--- src/rtl/conf_feedback_gen.sv ---
// Feedback level generator for the CONF_<N>BITS inverter configuration block.
// Integrates early/late phase samples per window, decides a correction, settles, and tracks lock.
module conf_feedback_gen #(
  parameter int unsigned WIN_BITS = 4,
  parameter int unsigned THRESH   = 4,
  parameter int unsigned SETTLE   = 8,
  parameter int unsigned LOCK_CNT = 2
) (
  input  logic                CLK,
  input  logic                RST_N,
  input  logic                ENABLE,
  input  logic                SAMPLE_VLD,
  input  logic                EARLY,
  input  logic                LATE,
  output logic                O_INVU,
  output logic                O_INVD,
  output logic                LOCKED,
  output logic                WIN_DONE,
  output logic [WIN_BITS+1:0] SCORE
);

  localparam int unsigned SW = WIN_BITS + 2;
  localparam logic [WIN_BITS-1:0] CNT_LAST  = {WIN_BITS{1'b1}};
  localparam logic [7:0]          SETL_LAST = 8'(SETTLE - 1);
  localparam logic [3:0]          LOCK_W    = 4'(LOCK_CNT);
  localparam logic signed [SW-1:0] THR_P    = SW'(THRESH);
  localparam logic signed [SW-1:0] THR_N    = -THR_P;

  typedef enum logic [1:0] {
    S_IDLE   = 2'd0,
    S_ACCUM  = 2'd1,
    S_DECIDE = 2'd2,
    S_HOLD   = 2'd3
  } state_e;

  state_e                state_q, state_d;
  logic signed [SW-1:0]  acc_q, acc_d;
  logic signed [SW-1:0]  score_q, score_d;
  logic [WIN_BITS-1:0]   cnt_q, cnt_d;
  logic [7:0]            settle_q, settle_d;
  logic [3:0]            bal_q, bal_d;
  logic                  invu_q, invu_d;
  logic                  invd_q, invd_d;
  logic                  locked_q, locked_d;
  logic                  win_done_q, win_done_d;

  // Next-state and next-output logic; ENABLE low overrides every state.
  always_comb begin
    state_d    = state_q;
    acc_d      = acc_q;
    score_d    = score_q;
    cnt_d      = cnt_q;
    settle_d   = settle_q;
    bal_d      = bal_q;
    invu_d     = invu_q;
    invd_d     = invd_q;
    locked_d   = locked_q;
    win_done_d = 1'b0;

    if (!ENABLE) begin
      state_d  = S_IDLE;
      acc_d    = '0;
      cnt_d    = '0;
      settle_d = '0;
      bal_d    = '0;
      invu_d   = 1'b0;
      invd_d   = 1'b0;
      locked_d = 1'b0;
    end else begin
      case (state_q)
        S_IDLE: state_d = S_ACCUM;

        S_ACCUM: begin
          if (SAMPLE_VLD) begin
            if (EARLY && !LATE) begin
              acc_d = acc_q + SW'(1);
            end else if (LATE && !EARLY) begin
              acc_d = acc_q - SW'(1);
            end
            // Counter wraps to zero on the last sample, ready for the next window.
            cnt_d = cnt_q + WIN_BITS'(1);
            if (cnt_q == CNT_LAST) begin
              state_d = S_DECIDE;
            end
          end
        end

        S_DECIDE: begin
          score_d    = acc_q;
          win_done_d = 1'b1;
          acc_d      = '0;
          cnt_d      = '0;
          settle_d   = '0;
          state_d    = S_HOLD;
          if (acc_q > THR_P) begin
            invu_d   = 1'b1;
            invd_d   = 1'b0;
            bal_d    = '0;
            locked_d = 1'b0;
          end else if (acc_q < THR_N) begin
            invu_d   = 1'b0;
            invd_d   = 1'b1;
            bal_d    = '0;
            locked_d = 1'b0;
          end else begin
            invu_d   = 1'b0;
            invd_d   = 1'b0;
            bal_d    = (bal_q < LOCK_W) ? bal_q + 4'd1 : bal_q;
            locked_d = (bal_d == LOCK_W);
          end
        end

        S_HOLD: begin
          if (settle_q == SETL_LAST) begin
            settle_d = '0;
            state_d  = S_ACCUM;
          end else begin
            settle_d = settle_q + 8'd1;
          end
        end

        default: state_d = S_IDLE;
      endcase
    end
  end

  always_ff @(posedge CLK or negedge RST_N) begin
    if (!RST_N) begin
      state_q    <= S_IDLE;
      acc_q      <= '0;
      score_q    <= '0;
      cnt_q      <= '0;
      settle_q   <= '0;
      bal_q      <= '0;
      invu_q     <= 1'b0;
      invd_q     <= 1'b0;
      locked_q   <= 1'b0;
      win_done_q <= 1'b0;
    end else begin
      state_q    <= state_d;
      acc_q      <= acc_d;
      score_q    <= score_d;
      cnt_q      <= cnt_d;
      settle_q   <= settle_d;
      bal_q      <= bal_d;
      invu_q     <= invu_d;
      invd_q     <= invd_d;
      locked_q   <= locked_d;
      win_done_q <= win_done_d;
    end
  end

  assign O_INVU   = invu_q;
  assign O_INVD   = invd_q;
  assign LOCKED   = locked_q;
  assign WIN_DONE = win_done_q;
  assign SCORE    = score_q;

endmodule

--- config.mk ---
export PLATFORM = sky130hd
export DESIGN_NAME = conf_feedback_gen
export DESIGN_NICKNAME = d
export VERILOG_FILES = /design/src/rtl/conf_feedback_gen.sv
export SDC_FILE = /design/constraint.sdc
export NUM_CORES = 1
export LEC_CHECK = 0
export CORE_ASPECT_RATIO = 0.7
export CORE_MARGIN = 3
export CORE_UTILIZATION = 40
export DETAILED_ROUTE_END_ITERATION = 12
export DONT_BUFFER_PORTS = 1
export PLACE_DENSITY = 0.6
export SYNTH_ARGS = -nofsm -noshare
export SYNTH_HDL_FRONTEND = slang
export SYNTH_SLANG_ARGS = --single-unit
export TNS_END_PERCENT = 50
--- constraint.sdc ---
create_clock -name CLK -period 2.15 [get_ports CLK]
set_input_delay 0.43 -clock CLK [delete_from_list [all_inputs] [get_ports CLK]]
set_output_delay 0.43 -clock CLK [all_outputs]
set_load 0.05 [all_outputs]
# After elaboration in Yosys (flattened, before gate mapping)
# Index checks and enable logic that the tools add are counted.
# word_totals
ff_bits,34
inputBits,6
output_inout_bits,10
word_cells,74
# op_classes
add_sub_neg,5
n_lt_le_gt_ge,3
n_eq_ne,13
muxes,34
reduce_logical,9
# ops
operator,n
$mux 4,7
$mux 6,4
$mux 8,2
$pmux 8 s2,1
$mux 1,13
$pmux 6 s2,1
$ne 3x3->1 const B,3
$add 4x1->4 const B,2
$add 8x1->8 const B,1
$eq 8x3->1 const B,1
$mux 2,4
$pmux 2 s4,1
$pmux 4 s2,1
$add 6x2->6 const B,1
$gt 6x4->1 const B,1
$lt 6x3->1 const B,1
$ne 3x1->1 const B,2
$reduce_and 3->1,2
$sub 6x2->6 const B,1
$eq 2x2->1 const B,2
$eq 4x2->1 const B,1
$eq 4x4->1 const B,1
$lt 4x2->1 const B,1
$ne 4x4->1 const B,1
6 further kinds,9

# Depth between registers and ports, before layout
# depth
ltp_word,7
ltp_mapped,8
depth_no_buf,7

# Least setup slack after synthesis
# Ideal clock, no wire load.
# synth_timing
path_type,input port to flip-flop
from,in LATE
to,reg acc_q[5]
setup_time_ps,126
t_arrival_ps,1987
required_time_ps,2024
setup_slack_ps,37
stages,6
path_buffers,0
path_cell_list,nand2b_1 ha_1 and3_1 a2111oi_2 xnor2_1 a221o_1
# synth_via
elab_chain_len,6
elab_cells_between_ends,9
cone_classes,eq/ne (1); mux (4); reduce/logical (4)
# synth_rtl
item,line,source
from (decl),14,"input logic LATE,"
$logic_not 1->1,75,if (EARLY && !LATE) begin
$logic_and 1x1->1,75,
$mux 6,75,
$mux 6,74,if (SAMPLE_VLD) begin
$pmux 6 s2,70,case (state_q)
$mux 6,60,if (!ENABLE) begin
to (signal assigned),130,acc_q <= '0;
to (signal assigned),141,acc_q <= acc_d;
to (decl),37,"logic signed [SW-1:0] acc_q, acc_d;"
# Parallel ways exist; a longest one is shown, timed or not. The select of a mux whose other input is x is not followed.
# A chain may end at the register's enable or synchronous reset.

# Worst setup path in the final report
# layout_timing
from,reg acc_q[3]
to,reg acc_q[5]
# layout_via
elab_chain_len,6
elab_cells_between_ends,7
cone_classes,add/sub (2); mux (5)
# layout_rtl
item,line,source
$sub 6x2->6,78,acc_d = acc_q - SW'(1);
$mux 6,77,end else if (LATE && !EARLY) begin
$mux 6 (*),75,
$mux 6 (*),74,
$pmux 6 s2 (*),70,
$mux 6 (*),60,
# Mark *: on every way between the ends. The rest lies on a longest branch, timed or not. The select of a mux whose other input is x is not followed.

==> impl_metrics.json <==
{
  "status": "finished, final reports clean",
  "cts.htree.levels": 2,
  "setup_viol": 0,
  "dieWidth_um": 89.4,
  "worst_pin_slew_ns": 0.542,
  "first_pass_iters": 4,
  "core.rowCount": 20,
  "io_pins": 16,
  "synthArstFlopShare_pct": 100,
  "clock.fmax_mhz": 501,
  "start_util_pct": 43.2,
  "final_hold_viol_count": 0,
  "drv_slew": 0,
  "placement.io_buffers": 0,
  "grt_max_degree": 35,
  "critPathKind": "flip-flop to flip-flop",
  "avgRoutedWirePerCell_um": 16.4,
  "wl_mm": 4.45,
  "num_antenna_cells": 0,
  "hold_path.startpoint": "ENABLE",
  "max_cap_violations": 0,
  "r2r-start": "acc_q[3]",
  "grt_pass1_wl_mm": 7.47,
  "stdcell_area_um2": 2230,
  "path_clk_slew_ns": 0.07,
  "synth-edff-count": 0,
  "cts-root-buf": "clkbuf_8",
  "ys_warn_count": 0,
  "grt_usage_pct": 16.8,
  "synth_cell_types": 46,
  "core_um2": 4500,
  "overflow": 0,
  "cts_tree": "done",
  "critPathLaunch": "acc_q[3]",
  "syn_area_um2": 1950,
  "slowest_delay_ns": 0.49,
  "min-delay-path-class": "input port to flip-flop",
  "clkLatencyLatePin_ns": 0.29,
  "cp.required_ns": 2.32,
  "synth_seq_cells": 34,
  "final_layout_size_suffix_gt1_share_pct": 12.9,
  "place.gp.congestion": 0.836,
  "rsz0062_at_grt": "false",
  "numCtsBuffers": 5,
  "layout_min_cycle_time_ns": 2.00,
  "start_kind": "flip-flop",
  "nets": 233,
  "ys.flop_type": "dfrtp_1",
  "cts.sinks": 34,
  "power_density_nw_per_um2": 921,
  "drc": 0,
  "critPathMaxFanout": 5,
  "fin_skew_ns": 0.00239,
  "antenna_left": 0,
  "finalSetupTns_ns": 0,
  "antenna_found_initial": 0,
  "cts_setup_buffers": 0,
  "clockBufferDepth": 2,
  "endpoint_kind": "flip-flop",
  "syn-instance-count": 204,
  "cp_top_family": "compound AO/OA/AOI/OAI gates",
  "crit_chain": "ha_1 > and3_1 > a2111oi_2 > xnor2_1 > a221o_1",
  "leakage_nw": 0.986,
  "drt_iter0_markers": 120,
  "dp_hpwl_mm": 3.25,
  "arrival_ns": 2.17,
  "fp.dieH_um": 64.4,
  "grt_pass1_vias": 1543,
  "avgSynthCellArea_um2": 9.54,
  "die-area_um2": 5750,
  "ys_seq_area_share_pct": 43.7,
  "path_buf_inv": 0,
  "routed_via_density": 5.79,
  "syn_nets": 221,
  "ir_drop_v": 0.000534,
  "area_growth_pct": 14.6,
  "worst_path_max_delay_cell": "a2111oi_2",
  "slew-limit-headroom_pct": 63.8,
  "min_period_over_period_pct": 92.9,
  "vias": 1575,
  "post_dp_cell_area_um2": 2060,
  "r2r_slack_ns": 0.15
}
flip-flops by register name, summed over array words and instances (netlist names):
signal and cells:
state_q 2, WIN_DONE 1, LOCKED 1, bal_q 4, cnt_q 4, O_INVU 1
O_INVD 1, acc_q 6, settle_q 8, SCORE 6
where the power goes:
group	switching (mW)	internal [mW]	total, mW
clock	0.249	0.465	0.714
sequential	0.160	0.699	0.859
combinational	0.269	0.212	0.481
total	0.678	1.38	2.05
placed cells by master (no fill, tap or decap), types with 2 or more instances in the layout:
master     synthesis  layout
dfrtp_1           34      34
nand2_1           23      23
o21ai_0           16      16
nor2_1            15      15
inv_1             13      13
a21oi_1           10      10
ha_1              10      10
buf_4              0      10
nand3_1            8       8
mux2i_1            5       5
nor3_1             5       5
clkbuf_8           0       5
mux2_2             4       4
a32o_1             4       4
nand2b_1           3       3
xnor2_1            3       3
nor2b_1            3       3
o21a_1             3       3
a21o_1             3       3
nand4_1            3       3
a32oi_1            2       2
xor2_1             2       2
and3_1             2       2
and2_1             2       2
nor4b_1            2       2
nor4_1             2       2
bufinv_16          0       2
what timing repair did:
action | in CTS | in global routing
endpoints found under the hold margin | 34 | 0
hold buffers | 2 | 0
resized for setup | 0 | 0
Yosys cell counts, types with 4 or more instances:
library cell / number / area [um2]
a21oi_1: 10 / 50.1
a32o_1: 4 / 40.0
clkbuf_1: 6 / 22.5
dfrtp_1: 34 / 851
ha_1: 10 / 125
inv_1: 13 / 48.8
mux2_2: 4 / 45.0
mux2i_1: 5 / 50.1
nand2_1: 23 / 86.3
nand3_1: 8 / 40.0
nor2_1: 15 / 56.3
nor3_1: 5 / 25.0
o21ai_0: 16 / 80.1
metal layers:
layer | global-route usage [%] | routed length, um
met4 | 4.83 | 48
met5 | 0 | 0
met1 | 23.2 | 2180
met3 | 4.25 | 213
met2 | 25.8 | 2010
kinds of logic (layout without fill, tap and decap cells):
logic type               count (synthesis)  count (layout)  synth area share, %
AND/OR/NAND/NOR                         74              74                 19.0
XOR/XNOR                                 5               5                 2.25
AO/OA/AOI/OAI                           51              51                 18.7
multiplexers                             9               9                 4.89
buffers and inverters                   20              33                 3.92
flip-flops                              34              34                 43.7
adder cells (fa/ha/maj)                 11              11                 7.46
worst register-to-register path, cell delays in order, from the launching register on:
cell and delay [ns]:
dfrtp_1 0.45, ha_1 0.36, and3_1 0.17, a2111oi_2 0.49
xnor2_1 0.12, a221o_1 0.31
final timing paths:
| kind | endpoint | cells past startpoint |
|---|---|---|
| hold reg to reg | LOCKED | 1 |
| setup / recovery | acc_q[5] | 5 |
| hold / removal | settle_q[4] | 1 |
| min in group asynchronous | LOCKED | 2 |
| max in group asynchronous | cnt_q[3] | 2 |
| setup reg to reg | acc_q[5] | 5 |
final cells by class:
cell class              count  area (um2)
clock inverters             3        68.8
fillers                   422        2270
flip-flops and latches     34         851
clock buffers               5        68.8
inverters                  13        48.8
multi-input cells         150        1020
repair buffers             12         105
well taps                  55        68.8
through the flow:
stage,utilization [%],worst slack (ns),instances,hold slack (ns),power [mW]
floorplan,-,0.0371,204,0.134,1.18
global placement,45.8,0.0218,262,0.136,1.30
detailed placement,45.8,-0.121,262,0.136,1.33
CTS,49.5,0.139,272,0.258,2.07
global route,49.5,0.0516,272,0.258,2.16
finish,49.5,0.153,272,0.260,2.05
(Power assumes the default switching activity.)
